==> src/rtl/parity_sched_pkg.sv <==
// parity_sched_pkg: shared types and defaults for the parity scheduler.
// Holds the FSM state enum, default sizes and a pointer wrap helper.
package parity_sched_pkg;

    localparam int NLANES_DEF = 8;
    localparam int ALL_W_DEF  = 8;

    typedef enum logic [1:0] {
        IDLE  = 2'd0,
        ISSUE = 2'd1,
        DRAIN = 2'd2
    } state_t;

    // Next round-robin start position after lane idx, wrapping at n.
    function automatic int wrap_inc(input int idx, input int n);
        return (idx + 1 >= n) ? 0 : idx + 1;
    endfunction

endpackage

==> src/rtl/parity_unit.sv <==
// parity_unit: combinational lane result for the issue stage.
// Result is the parity of the lane's 2-bit operand xor parity of allbits.
module parity_unit #(
    parameter int ALL_W = 8
) (
    input  logic [ALL_W-1:0] allbits,
    input  logic [1:0]       pair,
    output logic             res
);

    assign res = (^pair) ^ (^allbits);

endmodule

==> src/rtl/parity_sched.sv <==
// parity_sched: round-robin grant, one-deep issue stage, registered commit.
// Optional grant counter enabled by defining PARITY_SCHED_STATS_EN.
module parity_sched
    import parity_sched_pkg::*;
#(
    parameter int NLANES = NLANES_DEF,
    parameter int ALL_W  = ALL_W_DEF
) (
    input  logic                  clk,
    input  logic                  rst,
    input  logic [NLANES-1:0]     req,
    input  logic [ALL_W-1:0]      allbits,
    input  logic [2*NLANES-1:0]   onebit,
    output logic [NLANES-1:0]     ack,
    output logic [NLANES-1:0]     bitout,
    output logic                  busy,
    output logic [15:0]           grant_cnt
);

    localparam int PW = (NLANES > 1) ? $clog2(NLANES) : 1;
    localparam int CW = PW + 1;

    state_t              state;
    state_t              state_nx;
    logic [PW-1:0]       ptr;

    logic [NLANES-1:0]   elig;
    logic                any_elig;
    logic [NLANES-1:0]   grant;
    logic [PW-1:0]       grant_idx;
    logic                found;
    logic [CW-1:0]       cand;
    logic [1:0]          grant_pair;

    logic                stage_valid;
    logic [NLANES-1:0]   stage_lane;
    logic [PW-1:0]       stage_idx;
    logic [ALL_W-1:0]    stage_all;
    logic [1:0]          stage_pair;
    logic                stage_res;

    // A lane in flight (staged or acking) is never granted again.
    assign elig     = req & ~stage_lane & ~ack;
    assign any_elig = |elig;
    assign busy     = (state != IDLE);

    // Round-robin pick: first eligible lane at or above ptr, wrapping.
    always_comb begin
        found     = 1'b0;
        grant_idx = '0;
        grant     = '0;
        cand      = '0;
        for (int k = 0; k < NLANES; k++) begin
            cand = CW'(ptr) + CW'(k);
            if (cand >= CW'(NLANES)) begin
                cand = cand - CW'(NLANES);
            end
            if (!found && elig[cand[PW-1:0]]) begin
                found     = 1'b1;
                grant_idx = cand[PW-1:0];
            end
        end
        if (found) begin
            grant[grant_idx] = 1'b1;
        end
    end

    assign grant_pair = onebit[{grant_idx, 1'b0} +: 2];

    // Issue-stage result from operands captured at grant.
    parity_unit #(
        .ALL_W (ALL_W)
    ) u_parity (
        .allbits (stage_all),
        .pair    (stage_pair),
        .res     (stage_res)
    );

    // Next-state logic; DRAIN waits for the staged lane to commit.
    always_comb begin
        state_nx = state;
        unique case (state)
            IDLE: begin
                if (any_elig) state_nx = ISSUE;
            end
            ISSUE: begin
                if (!any_elig) state_nx = DRAIN;
            end
            DRAIN: begin
                if (any_elig)         state_nx = ISSUE;
                else if (!stage_valid) state_nx = IDLE;
            end
            default: state_nx = IDLE;
        endcase
    end

    // FSM and round-robin pointer.
    always_ff @(posedge clk) begin
        if (rst) begin
            state <= IDLE;
            ptr   <= '0;
        end else begin
            state <= state_nx;
            if (found) begin
                ptr <= PW'(wrap_inc(int'(grant_idx), NLANES));
            end
        end
    end

    // Issue stage: holds the granted lane and its operands for one cycle.
    always_ff @(posedge clk) begin
        if (rst) begin
            stage_valid <= 1'b0;
            stage_lane  <= '0;
            stage_idx   <= '0;
            stage_all   <= '0;
            stage_pair  <= '0;
        end else begin
            stage_valid <= found;
            stage_lane  <= grant;
            if (found) begin
                stage_idx  <= grant_idx;
                stage_all  <= allbits;
                stage_pair <= grant_pair;
            end
        end
    end

    // Commit: pulse ack and update only the staged lane's result bit.
    always_ff @(posedge clk) begin
        if (rst) begin
            ack    <= '0;
            bitout <= '0;
        end else begin
            ack <= stage_lane;
            if (stage_valid) begin
                bitout[stage_idx] <= stage_res;
            end
        end
    end

`ifdef PARITY_SCHED_STATS_EN
    logic [15:0] cnt_q;

    // Saturating count of grants issued.
    always_ff @(posedge clk) begin
        if (rst) begin
            cnt_q <= '0;
        end else if (found && cnt_q != 16'hFFFF) begin
            cnt_q <= cnt_q + 16'd1;
        end
    end

    assign grant_cnt = cnt_q;
`else
    assign grant_cnt = 16'h0000;
`endif

endmodule

==> config.mk <==
export PLATFORM = sky130hd
export DESIGN_NAME = parity_sched
export DESIGN_NICKNAME = d
export VERILOG_FILES = /design/src/rtl/parity_sched_pkg.sv /design/src/rtl/parity_unit.sv /design/src/rtl/parity_sched.sv
export SDC_FILE = /design/constraint.sdc
export NUM_CORES = 1
export LEC_CHECK = 0
export CAP_MARGIN = 30
export CORE_MARGIN = 8
export CORE_UTILIZATION = 50
export CTS_CLUSTER_DIAMETER = 100
export CTS_CLUSTER_SIZE = 24
export DETAILED_ROUTE_END_ITERATION = 10
export GPL_TIMING_DRIVEN = 1
export PLACE_DENSITY = 0.79
export SLEW_MARGIN = 40
export SYNTH_ARGS = -nofsm -noshare
export SYNTH_HDL_FRONTEND = slang
export SYNTH_SLANG_ARGS = --single-unit
==> constraint.sdc <==
create_clock -name clk -period 4.8 [get_ports clk]
set_input_delay 0.48 -clock clk [delete_from_list [all_inputs] [get_ports clk]]
set_output_delay 0.48 -clock clk [all_outputs]
set_load 0.05 [all_outputs]
Word level (Yosys, flattened, before mapping)
Cells that the tools add are included.
Operators by class
  shift-type cells: 1
  equal/unequal tests: 5
  muxes and demuxes: 51
  $lt $le $gt $ge: 21
  bitwise operators: 6
  $add $sub $neg: 16
  reductions and logical operators: 23
Operator list (number)
  $mux 3: 17
  $lt 3x4->1 const B: 10
  $ge 4x4->1 const B: 8
  $bmux 1 s3: 8
  $sub 3x1->3 const B: 8
  $mux 1: 18
  $add 3x3->4 const B: 4
  $and 8x8->8: 2
  $not 8->8: 2
  $shiftx 16x5->2: 1
  $logic_and 1x1->1: 9
  $add 3x1->4 const B: 2
  $add 3x2->4 const B: 2
  $bwmux 8: 1
  $mux 2: 4
  $reduce_or 8->1: 1
  $reduce_xor 8->1: 1
  $logic_not 1->1: 7
  $demux 1 s3: 2
  $ge 3x1->1 const B: 2
  $pmux 2 s3: 1
  $ge 3x4->1 const B: 1
  $ne 2x2->1 const B: 2
  $ne 3x3->1 const B: 1
  other kinds (9): 9
Word-level totals
  output and inout bits: 33
  flip-flop bits (word level): 43
  bits of input ports: 34
  logic and storage cells: 132

Depth between registers and ports, before layout
  depth after elaboration: 31
  depth in mapped cells: 17
  gate-level depth less buffers: 14

Cells and area by module
From an unflattened synthesis, not the netlist that was laid out.
Unflattened totals
  cell total of the unflattened synthesis: 333
  area, all modules: 3110.5 µm²
Modules (own cells, without submodules)
  parity_sched: times used 1, area each 3019.1 µm², cells each 325
  parity_unit: times used 1, area each 91.3 µm², cells each 8

Least setup slack after synthesis
Ideal clock, no wire load.
  path type: flip-flop to flip-flop
  from: register ptr[0]
  to: register ptr[2]
  arrival: 3.557 ns
  setup slack: 1.147 ns
  data required time: 4.705 ns
  setup time: 0.095 ns
  stages on the path, launching flop included: 17
  path through: dfxtp_1 inv_1 clkbuf_1 ha_1 buf_2 buf_2 mux2i_1 mux4_2 o22ai_1 a31o_1 a22o_1 buf_6 clkinv_1 ha_1 nor2_1 o21ai_0 a221oi_1
On the way
  cells in the longest elaborated chain, start to end: 29
  elaborated cells on any way between the ends: 80
  classes of those cells: add/sub: 16; order compare: 9; mux: 41; reduce/logical: 14
RTL lines
  from (decl): line parity_sched.sv:25  | logic [PW-1:0] ptr;
  from (signal assigned): line parity_sched.sv:105  | ptr <= PW'(wrap_inc(int'(grant_idx), NLANES));
  parallel branches: the longest is 29 deep, another holds $add 3x1->4
Several ways; the timed one is not identified. The select of a mux whose other input is x is not followed.
A chain may end at the register's enable or synchronous reset.

Worst setup path in the final report
  from: register ptr[0]
  to: register stage_pair[0]
On the way
  cells in the longest elaborated chain, start to end: 27
  elaborated cells on any way between the ends: 78
  classes of those cells: add/sub: 15; order compare: 8; shift: 1; mux: 40; reduce/logical: 14
RTL lines
  parallel branches: the longest is 27 deep, another holds $add 3x1->4
  to (signal assigned): line parity_sched.sv:124  | stage_pair <= grant_pair;
  to (decl): line parity_sched.sv:39  | logic [1:0] stage_pair;
Several ways; the timed one is not identified. The select of a mux whose other input is x is not followed.

==> summary.md <==
| Metric | Value |
|---|---|
| Postcts setup bufs | `0` |
| Register clock-pin slew on the reported worst setup and hold paths | `0.08 ns` |
| Reg2reg start | `ptr[0]$_SDFFE_PP0P_` |
| Remaining Overflow, GRT | `0` |
| Worst reg2reg path endpoint | `stage_pair[0]$_SDFFE_PP0P_` |
| Synthesized area | `3040 sq um` |
| Critical path type | `flip-flop to flip-flop` |
| TritonCTS clock tree | `yes` |
| Ys flop type | `dfxtp_1` |
| Max incr delay on CP | `0.57 ns` |
| Pwr Density | `761 nW/um^2` |
| Max cap viols | `0` |
| Required @ worst endpoint | `4.98 ns` |
| Share of layout cells above drive strength 1 | `14.7%` |
| Root Driver | `clkbuf_8` |
| Top cell by count, worst path | `mux2i_1` |
| Critical-path cell list | `inv_1 > ha_1 > nor4b_1 > a21oi_1 > mux4_2 > and2_4 > and2_1 > a31oi_2 > buf_4 > mux2i_1 > mux2i_1 > a22o_1` |
| First-pass GRT wire length | `12900 microns` |
| CP Launch Type | `flip-flop` |
| Tmin final | `4.03 ns` |
| Fmax | `248 MHz` |
| Die W | `94.0 microns` |
| Initial Utilization | `51.7%` |
| Clock buffer count from CTS | `5` |
| Commonest non-fill, non-tap cells in the layout | `clkdlybuf4s50_1, dfxtp_1, mux2i_1, nor2_1` |
| FF+latch count, synth | `43` |
| H-tree levels | `2` |
| Cell family with most CP delay | `simple AND/OR/NAND/NOR gates` |
| Mean Syn Cell Area | `9.42 sq um` |
| Die area | `8840 sq um` |
| Final Setup Violations | `0` |
| Mapped Cells | `323` |
| Post-CTS resize count | `0` |
| End point of the critical path | `stage_pair[0]$_SDFFE_PP0P_` |
| DPL Wire Length | `6150 microns` |
| Worst clock skew | `0.00595 ns` |
| Vias in the first global route | `2605` |
| Via-to-Cell Ratio | `5.98` |
| Final nets | `411` |
| RSZ-0062 raised after global routing | `false` |
| Placed Area | `3570 sq um` |
| Worst Path Arrival | `4.21 ns` |
| Distinct cells, synth | `62` |
| Rows | `28` |
| Worst-Skew Late Latency | `0.29 ns` |
| Area growth syn-to-layout | `20.1%` |
| # diodes | `0` |
| Max-slew headroom | `54.7%` |
| Maximum buffer depth of the clock tree | `2` |
| Commonest non-fill, non-tap cell in the layout | `clkdlybuf4s50_1` |
| Antenna violations before repair | `0` |
| Worst-Margin Slew | `0.677 ns` |
| # port buffers | `50` |
| Drt drc | `0` |
| Post-Route WL | `7850 microns` |
| Sequential area share after synthesis | `28.3%` |
| WHS | `0.475 ns` |
| Worst vdd ir | `0.000461 V` |
| Leak | `1.44 nW` |
| Largest net degree at the start of global routing | `25` |
| Cell area after layout | `3650 sq um` |
| GP Congestion | `0.888` |
| Clock sinks | `43` |
| Hold Vio Cnt, Final | `0` |
| Initial DRC count | `198` |
| Warnings from Yosys | `0` |
| ANT nets after route | `0` |
| Period utilization | `84.0%` |
| CP endpoint kind | `flip-flop` |
| Hold Path Class | `flip-flop to flip-flop` |
| Via Count | `2691` |
| Core Footprint | `5890 sq um` |
| Number of flops mapped to enable cells by yosys | `0` |
| Critical Path Start | `ptr[0]$_SDFFE_PP0P_` |
| Status | `finished, final reports clean` |
| DR WL/cell | `17.4 microns` |
| GRT Util Overall | `18.0%` |
| Worst R2R Setup Slack | `0.77 ns` |
| WP buf/inv | `2` |
| CP max FO | `16` |
| Fin. max-slew vios | `0` |
| Die Ht | `94.0 microns` |
| TNS Setup | `0 ns` |
| Worst path depth | `12` |
| TritonRoute pass-1 iters | `4` |
| Top Ports | `67` |
| Slowest-stage cell, CP | `dfxtp_1` |
| R2R cell count | `12` |
| Hold_buf cts | `0` |
| Synth async-reset ratio | `0%` |
[flip-flops by register name, summed over array words and instances (netlist names)]
name,cells
ack,8
bitout,8
ptr,3
stage_all,8
stage_idx,3
stage_lane,8
stage_pair,2
stage_valid,1
state,2
[Yosys cell counts (5+ instances only)]
cell,n,area [sq um]
nor2b_1,8,50.1
nor3b_1,6,45.0
buf_4,16,120
nand2b_1,12,75.1
a211oi_1,6,45.0
nor4b_1,5,43.8
mux2i_1,31,310
clkbuf_1,7,26.3
nand2_1,16,60.1
a2111oi_0,7,61.3
a21oi_1,9,45.0
o22ai_1,5,31.3
or3b_2,8,70.1
xnor2_1,10,87.6
dfxtp_1,43,861
nor2_1,29,109
nor3_1,7,35.0
mux4_2,12,270
buf_2,6,30.0
[cell families after synthesis]
logic type | Yosys count | synth area share, %
mux | 46 | 20.2
xor+xnor | 14 | 4.03
simple gates | 112 | 22.2
flops | 43 | 28.3
other cells | 1 | 0.123
fa+ha+maj | 3 | 1.23
buf+inv | 39 | 7.85
compound gates | 65 | 16.1
[final cells by class]
type                       instances  area (sq um)
clock buffer                       6          72.6
clock inverter                     2          12.5
fill                             499          2230
inverter                           6          25.0
multi-input combinational        256          2000
sequential                        43           861
tap                               75          93.8
timing repair buffer              62           591
[power breakdown]
group | switching (mW) | internal (mW) | leakage (nW)
combinational | 1.13 | 0.897 | 1.05
sequential | 0.0949 | 0.442 | 0.353
clock | 0.117 | 0.102 | 0.0412
total | 1.34 | 1.44 | 1.44
[per-layer routing]
layer  track usage (%)  routed length [microns]  up-vias
li1                  -                        -     1288
met4              4.89                       79        0
met2              31.4                     3930      134
met5                 0                        0        -
met1              21.0                     3200     1260
met3              4.80                      640        9
[worst min-delay path by stage]
stage,to,start,cells after the start,slack [ns]
detailed placement,state[0]$_SDFFE_PP0P_,state[0]$_SDFFE_PP0P_,1,0.46
finish,state[0]$_SDFFE_PP0P_,state[0]$_SDFFE_PP0P_,1,0.48
global placement,state[0]$_SDFFE_PP0P_,state[0]$_SDFFE_PP0P_,1,0.46
CTS,state[0]$_SDFFE_PP0P_,state[0]$_SDFFE_PP0P_,1,0.48
global route,ack[4]$_SDFF_PP0_,stage_lane[4]$_SDFF_PP0_,1,0.51
floorplan,state[0]$_SDFFE_PP0P_,state[0]$_SDFFE_PP0P_,1,0.44
[stage by stage]
stage | util (%) | total power, mW | instances | setup WS, ns
2_1_floorplan | - | 2.09 | 338 | 1.15
3_3_place_gp | 60.7 | 2.52 | 442 | 0.909
3_5_place_dp | 60.7 | 2.54 | 442 | 0.834
4_1_cts | 62.1 | 2.77 | 450 | 0.808
5_1_grt | 62.1 | 3.00 | 450 | 0.380
6_report | 62.1 | 2.78 | 450 | 0.769
Note: power is estimated with default switching activity, not from simulation.
